File: src/rtl/seq_det_pkg.sv
// Shared constants for the programmable sequence detector: default pattern,
// seven-segment glyphs (active-low, segment a in the MSB) and a width helper.
package seq_det_pkg;

  localparam int unsigned DEF_LEN     = 9;
  localparam logic [8:0]  DEF_PATTERN = 9'b101100100;

  localparam logic [6:0] SEG_0    = 7'b0000001;
  localparam logic [6:0] SEG_1    = 7'b1001111;
  localparam logic [6:0] SEG_2    = 7'b0010010;
  localparam logic [6:0] SEG_3    = 7'b0000110;
  localparam logic [6:0] SEG_4    = 7'b1001100;
  localparam logic [6:0] SEG_5    = 7'b0100100;
  localparam logic [6:0] SEG_6    = 7'b0100000;
  localparam logic [6:0] SEG_7    = 7'b0001111;
  localparam logic [6:0] SEG_8    = 7'b0000000;
  localparam logic [6:0] SEG_9    = 7'b0000100;
  localparam logic [6:0] SEG_DASH = 7'b1111110;

  // Bits needed to hold a length value in 0..max_len.
  function automatic int unsigned len_w(input int unsigned max_len);
    return $clog2(max_len + 1);
  endfunction

endpackage

File: src/rtl/seq_detector_param_seg7.sv
// Registered seven-segment decoder for the detector's progress value.
// Values above 9 are shown as a dash.
module seg7_decoder
  import seq_det_pkg::*;
(
  input  logic       clock,
  input  logic       reset,
  input  logic [4:0] value,
  output logic [6:0] segments
);

  logic [6:0] seg_next;

  always_comb begin
    seg_next = SEG_DASH;
    case (value)
      5'd0: seg_next = SEG_0;
      5'd1: seg_next = SEG_1;
      5'd2: seg_next = SEG_2;
      5'd3: seg_next = SEG_3;
      5'd4: seg_next = SEG_4;
      5'd5: seg_next = SEG_5;
      5'd6: seg_next = SEG_6;
      5'd7: seg_next = SEG_7;
      5'd8: seg_next = SEG_8;
      5'd9: seg_next = SEG_9;
      default: seg_next = SEG_DASH;
    endcase
  end

  always_ff @(posedge clock or posedge reset) begin
    if (reset) segments <= SEG_0;
    else       segments <= seg_next;
  end

endmodule

File: src/rtl/seq_detector_param.sv
// Runtime-programmable serial pattern detector with overlap control, saturating
// match counter and prefix progress. Define SEQ_DET_SEG7_EN to add LED_out.
module seq_detector_param
  import seq_det_pkg::*;
#(
  parameter int unsigned          MAX_LEN         = 9,
  parameter int unsigned          CNT_W           = 8,
  parameter logic [MAX_LEN-1:0]   DEFAULT_PATTERN = MAX_LEN'(DEF_PATTERN),
  parameter int unsigned          DEFAULT_LEN     = DEF_LEN
) (
  input  logic                        clock,
  input  logic                        reset,
  input  logic                        sequence_in,
  input  logic                        in_valid,
  input  logic                        overlap_en,
  input  logic                        pattern_load,
  input  logic [MAX_LEN-1:0]          pattern_data,
  input  logic [len_w(MAX_LEN)-1:0]   pattern_len,
  input  logic                        clear_count,
  output logic                        match,
  output logic [CNT_W-1:0]            match_count,
  output logic [len_w(MAX_LEN)-1:0]   progress
`ifdef SEQ_DET_SEG7_EN
  ,
  output logic [6:0]                  LED_out
`endif
);

  localparam int unsigned LW = len_w(MAX_LEN);
  typedef logic [LW-1:0] len_t;

  logic [MAX_LEN-1:0] pattern;
  len_t               len;
  // The oldest history bit is never compared again, so only MAX_LEN-1 bits are kept.
  logic [MAX_LEN-2:0] history;
  len_t               fill;

  logic               accept;
  logic [MAX_LEN-1:0] hist_next;
  len_t               fill_inc;
  len_t               load_len;
  logic [MAX_LEN:1]   prefix_ok;
  len_t               progress_next;
  logic               hit;

  assign accept    = in_valid && !pattern_load;
  assign hist_next = {history, sequence_in};
  assign fill_inc  = (fill == len_t'(MAX_LEN)) ? fill : fill + len_t'(1);
  assign load_len  = (pattern_len == '0 || pattern_len > len_t'(MAX_LEN))
                     ? len_t'(MAX_LEN) : pattern_len;

  // prefix_ok[k]: newest k bits equal the first k pattern bits (pattern[len-1 -: k]).
  for (genvar k = 1; k <= MAX_LEN; k++) begin : g_prefix
    localparam logic [MAX_LEN-1:0] MASK = {MAX_LEN{1'b1}} >> (MAX_LEN - k);
    assign prefix_ok[k] = (len_t'(k) <= len) && (len_t'(k) <= fill_inc)
                          && ((((pattern >> (len - len_t'(k))) ^ hist_next) & MASK) == '0);
  end

  always_comb begin
    progress_next = '0;
    for (int unsigned k = 1; k <= MAX_LEN; k++) begin
      if (prefix_ok[k]) progress_next = len_t'(k);
    end
  end

  assign hit = (progress_next == len);

  always_ff @(posedge clock or posedge reset) begin
    if (reset) begin
      pattern  <= DEFAULT_PATTERN;
      len      <= len_t'(DEFAULT_LEN);
      history  <= '0;
      fill     <= '0;
      progress <= '0;
      match    <= 1'b0;
    end else begin
      match <= 1'b0;
      if (pattern_load) begin
        pattern  <= pattern_data;
        len      <= load_len;
        history  <= '0;
        fill     <= '0;
        progress <= '0;
      end else if (in_valid) begin
        history  <= hist_next[MAX_LEN-2:0];
        fill     <= (hit && !overlap_en) ? '0 : fill_inc;
        progress <= progress_next;
        match    <= hit;
      end
    end
  end

  always_ff @(posedge clock or posedge reset) begin
    if (reset) begin
      match_count <= '0;
    end else if (clear_count) begin
      match_count <= '0;
    end else if (accept && hit && match_count != '1) begin
      match_count <= match_count + CNT_W'(1);
    end
  end

`ifdef SEQ_DET_SEG7_EN
  seg7_decoder u_seg7 (
    .clock    (clock),
    .reset    (reset),
    .value    (5'(progress)),
    .segments (LED_out)
  );
`endif

endmodule

File: config.mk
export PLATFORM = sky130hd
export DESIGN_NAME = seq_detector_param
export DESIGN_NICKNAME = d
export VERILOG_FILES = /design/src/rtl/seq_det_pkg.sv /design/src/rtl/seq_detector_param_seg7.sv /design/src/rtl/seq_detector_param.sv
export SDC_FILE = /design/constraint.sdc
export NUM_CORES = 1
export LEC_CHECK = 0
export CORE_ASPECT_RATIO = 2
export CORE_MARGIN = 3
export CORE_UTILIZATION = 55
export DETAILED_ROUTE_END_ITERATION = 10
export PLACE_DENSITY = 0.87
export SLEW_MARGIN = 20
export SYNTH_ARGS = -nofsm -noshare
export SYNTH_HDL_FRONTEND = slang
export SYNTH_SLANG_ARGS = --single-unit
export TNS_END_PERCENT = 50
File: constraint.sdc
create_clock -name clock -period 4.49 [get_ports clock]
set_input_delay 0.6735 -clock clock [delete_from_list [all_inputs] [get_ports clock]]
set_output_delay 0.6735 -clock clock [all_outputs]
set_load 0.1 [all_outputs]
==> reports/metrics.cfg <==
[layout]
nets = 646
seq_area_sq_um = 958
fin_area_sq_um = 5890
drive_gt1_share_pct = 20.1
area_delta_synth_final_pct = 12.7
final_cells = 713
multiInputGateArea_sq_um = 3930
n_fill_cell = 738
num_antenna_cells = 0

[logic_synthesis]
synth-edff-count = 0
synthTopCellsByArea = dfrtp_1 15%, mux4_2 7.8%, mux2i_1 6.9%
synth_ff_type = dfrtp_1
netlist_instances = 593
synthesis.nets = 629
synth_top_area_share_pct = 15.3
ys_seq_area_share_pct = 18.3
avgSynthCellArea_sq_um = 8.81
yosysTopAreaCell = dfrtp_1
syn_area_sq_um = 5220
ys_types = 90
ys_ff_latch = 38
async_reset_ff_share_pct = 100
yosys_warnings = 0

[sta]
finalSetupViolCount = 0
max_clock_freq_mhz = 231
max-slew-margin-rel_pct = 34.3
fin_worst_skew_ns = 0.00945
hold_ws_ns = 0.547
fin_crit_sh_pct = 96.2
hold_violations = 0
tightestPinTransition_ns = 0.983
final_max_slew_viol_count = 0
fin_ws_ns = 0.168
finalCriticalPeriod_ns = 4.32

[power]
vdd_drop_max_mv = 0.374
combinationalPowerShare_pct = 51.2
intPower_uw = 1010
power.total_uw = 1700
sequentialPowerShare_pct = 25.6
leakagePower_uw = 0.00225
power_switching_uw = 691
swShare_pct = 40.6
share_clk_of_total_power_pct = 23.2
power.density_nw_per_um2 = 289

[global_route]
antenna_found_initial = 0
gr-total-overflow = 0
gr-usage-all-layers_pct = 32.5
gr-usage-met1_pct = 34.2
grt_first_pass_wirelength_um = 26600
met3_usage_pct = 5.95
grt_max_degree = 71
grt_pass1_vias = 5241
busiest_layer = met2
grt_use_met2_pct = 55.7

[critical_path]
path_cells = buf_16 -> ha_1 -> buf_4 -> xor2_2 -> buf_4 -> nor2_1 -> or3_1 -> a41o_1 -> a22o_1 -> a21oi_1 -> nand3_1 -> xnor2_1 -> a31oi_4 -> nor4_4 -> mux2_1
arrival_ns = 4.49
cp-start-kind = flip-flop
crit_required_ns = 4.66
r2r_slack_ns = 0.17
criticalPathCategory = flip-flop to flip-flop
end_kind = flip-flop
reg2reg_depth = 15
cp_num_cells = 15
crit_path_max_incr_delay_ns = 0.62
slowest_stage = dfstp_2
crit_fanout = 35
critPathBufInv = 3
crit_family = simple AND/OR/NAND/NOR gates
path_common_cell = buf_4

[route]
drt_iter0_markers = 488
drt_wl_total_um = 17100
wl_per_cell_um = 23.9
vias = 5220
drc = 0
via_per_inst = 7.32
postRouteAntennaNets = 0
firstDrtPassIters = 5

[placed_design]
dpl_cell_area_sq_um = 5630
post-place-ws_ns = -0.0281
place_inst = 701
dp_hpwl_um = 12200
gp_congestion = 1.05
io_buffer_count = 32

[hold_path]
holdPathStages = 2
hold_path.class = flip-flop to flip-flop

[clock_network]
cts_root_buf = clkbuf_16
clk_pin_slew_worst_paths_ns = 0.06
cts_sinks = 38
h-tree-depth = 2
numCtsBuffers = 5
postCtsHoldBufs = 0
cts_tree = yes
clk_path_buf_depth = 2
clock_latency_ns = 0.29

[die]
die_h_um = 144
fp.dieW_um = 74.9
num_rows = 49
pin_count = 33
initial_utilization_pct = 57.2
core_sq_um = 9140
dieArea_sq_um = 10800

[run_status]
status = complete, no violations

[job]
cap_viol_max_count = 0

-- routing by layer --
layer	routed length, um	part of all wire, %
met5	0	0
met4	1520	8.9
met3	1190	7.0
met2	8620	51
met1	5720	34
-- logic make-up (layout without fill, tap and decap cells) --
logic type | count (synthesis) | after routing | share of synthesized area [%]
xor gates and xnor gates | 43 | 43 | 7.64
buffers and inverters | 77 | 95 | 7.26
muxes | 83 | 83 | 22.1
adders and majority gates | 16 | 16 | 3.83
AOI/OAI and AO/OA | 131 | 131 | 18.2
and+or+nand+nor | 205 | 205 | 22.6
DFF | 38 | 38 | 18.3
-- placed cells by master (no fill, tap or decap), drive strengths merged, types with 11 or more instances in the layout --
| cell type | count |
|---|---|
| nand2 | 32 |
| nand2b | 14 |
| xnor2 | 33 |
| o21ai | 23 |
| ha | 16 |
| nor3 | 18 |
| clkdlybuf4s50 | 32 |
| nand3 | 12 |
| a21oi | 17 |
| nor2 | 50 |
| inv | 18 |
| mux2i | 36 |
| mux2 | 25 |
| dfrtp | 32 |
| mux4 | 22 |
| nand4 | 11 |
| buf | 33 |
| nor2b | 11 |
-- final cells by class --
type	instances	share of cell area, %
multi-input combinational	478	66.8
sequential	38	16.3
clock buffer	8	2.83
timing repair buffer	66	10.5
tap	102	2.17
inverter	21	1.40
-- synthesized netlist by cell type (7+ instances only) --
master / number
a211oi_1: 8
a21oi_1: 17
a31oi_1: 8
buf_2: 12
buf_6: 7
clkbuf_1: 30
dfrtp_1: 32
ha_1: 16
inv_1: 18
mux2_2: 21
mux2i_1: 36
mux4_2: 18
nand2_1: 32
nand2b_1: 14
nand3_1: 11
nand4_1: 11
nor2_1: 49
nor2b_1: 11
nor3_1: 15
o211ai_1: 8
o21ai_0: 22
o22ai_1: 9
o31ai_1: 7
xnor2_1: 31
xor2_1: 9
-- stage by stage --
stage / setup TNS, ns / util [%]
after floorplan: 0 / -
after global placement: 0 / 61.6
after detailed placement: -0.0281 / 61.6
after CTS: 0 / 63.5
after global routing: -0.0116 / 64.4
final: 0 / 64.4
-- path summary, 6_finish.rpt --
| path | startpoint | end |
|---|---|---|
| max | len[0]$_DFFE_PP1P_ | match_count[0]$_DFFE_PP0P_ |
| min in group asynchronous | reset | pattern[1]$_DFFE_PP0P_ |
| max in group asynchronous | reset | fill[2]$_DFFE_PP0P_ |
| min | progress[2]$_DFFE_PP0P_ | progress[2]$_DFFE_PP0P_ |
| max reg2reg | len[0]$_DFFE_PP1P_ | match_count[0]$_DFFE_PP0P_ |
| min reg2reg | progress[2]$_DFFE_PP0P_ | progress[2]$_DFFE_PP0P_ |
-- power groups by stage --
stage	Clock (uW)	Sequential [uW]	Combinational, uW
after global routing	409	436	934
after detailed placement	0	435	824
after global placement	0	433	806
final	395	436	871
after CTS	399	430	834
after floorplan	0	409	661
-- flip-flops by register name, indices dropped and copies added, names as in the netlist --
register and flops:
pattern 9, history 8, match_count 8, fill 4
len 4, progress 4, match 1
-- what timing repair did --
action / 4_1_cts / 5_1_grt
endpoints found under the setup margin: 1 / 10
cloned: 0 / 1
setup buffers: 0 / 3
pin swaps: 0 / 1
gates resized for setup: 1 / 9
-- worst register-to-register path, stage by stage, from the launching register on --
cell,delay (ns)
dfstp_2,0.62
buf_16,0.25
ha_1,0.27
buf_4,0.16
xor2_2,0.17
buf_4,0.19
nor2_1,0.08
or3_1,0.35
a41o_1,0.22
a22o_1,0.21
a21oi_1,0.25
nand3_1,0.17
xnor2_1,0.31
a31oi_4,0.22
nor4_4,0.39
mux2_1,0.35
Note: power is estimated with default switching activity, not from simulation.
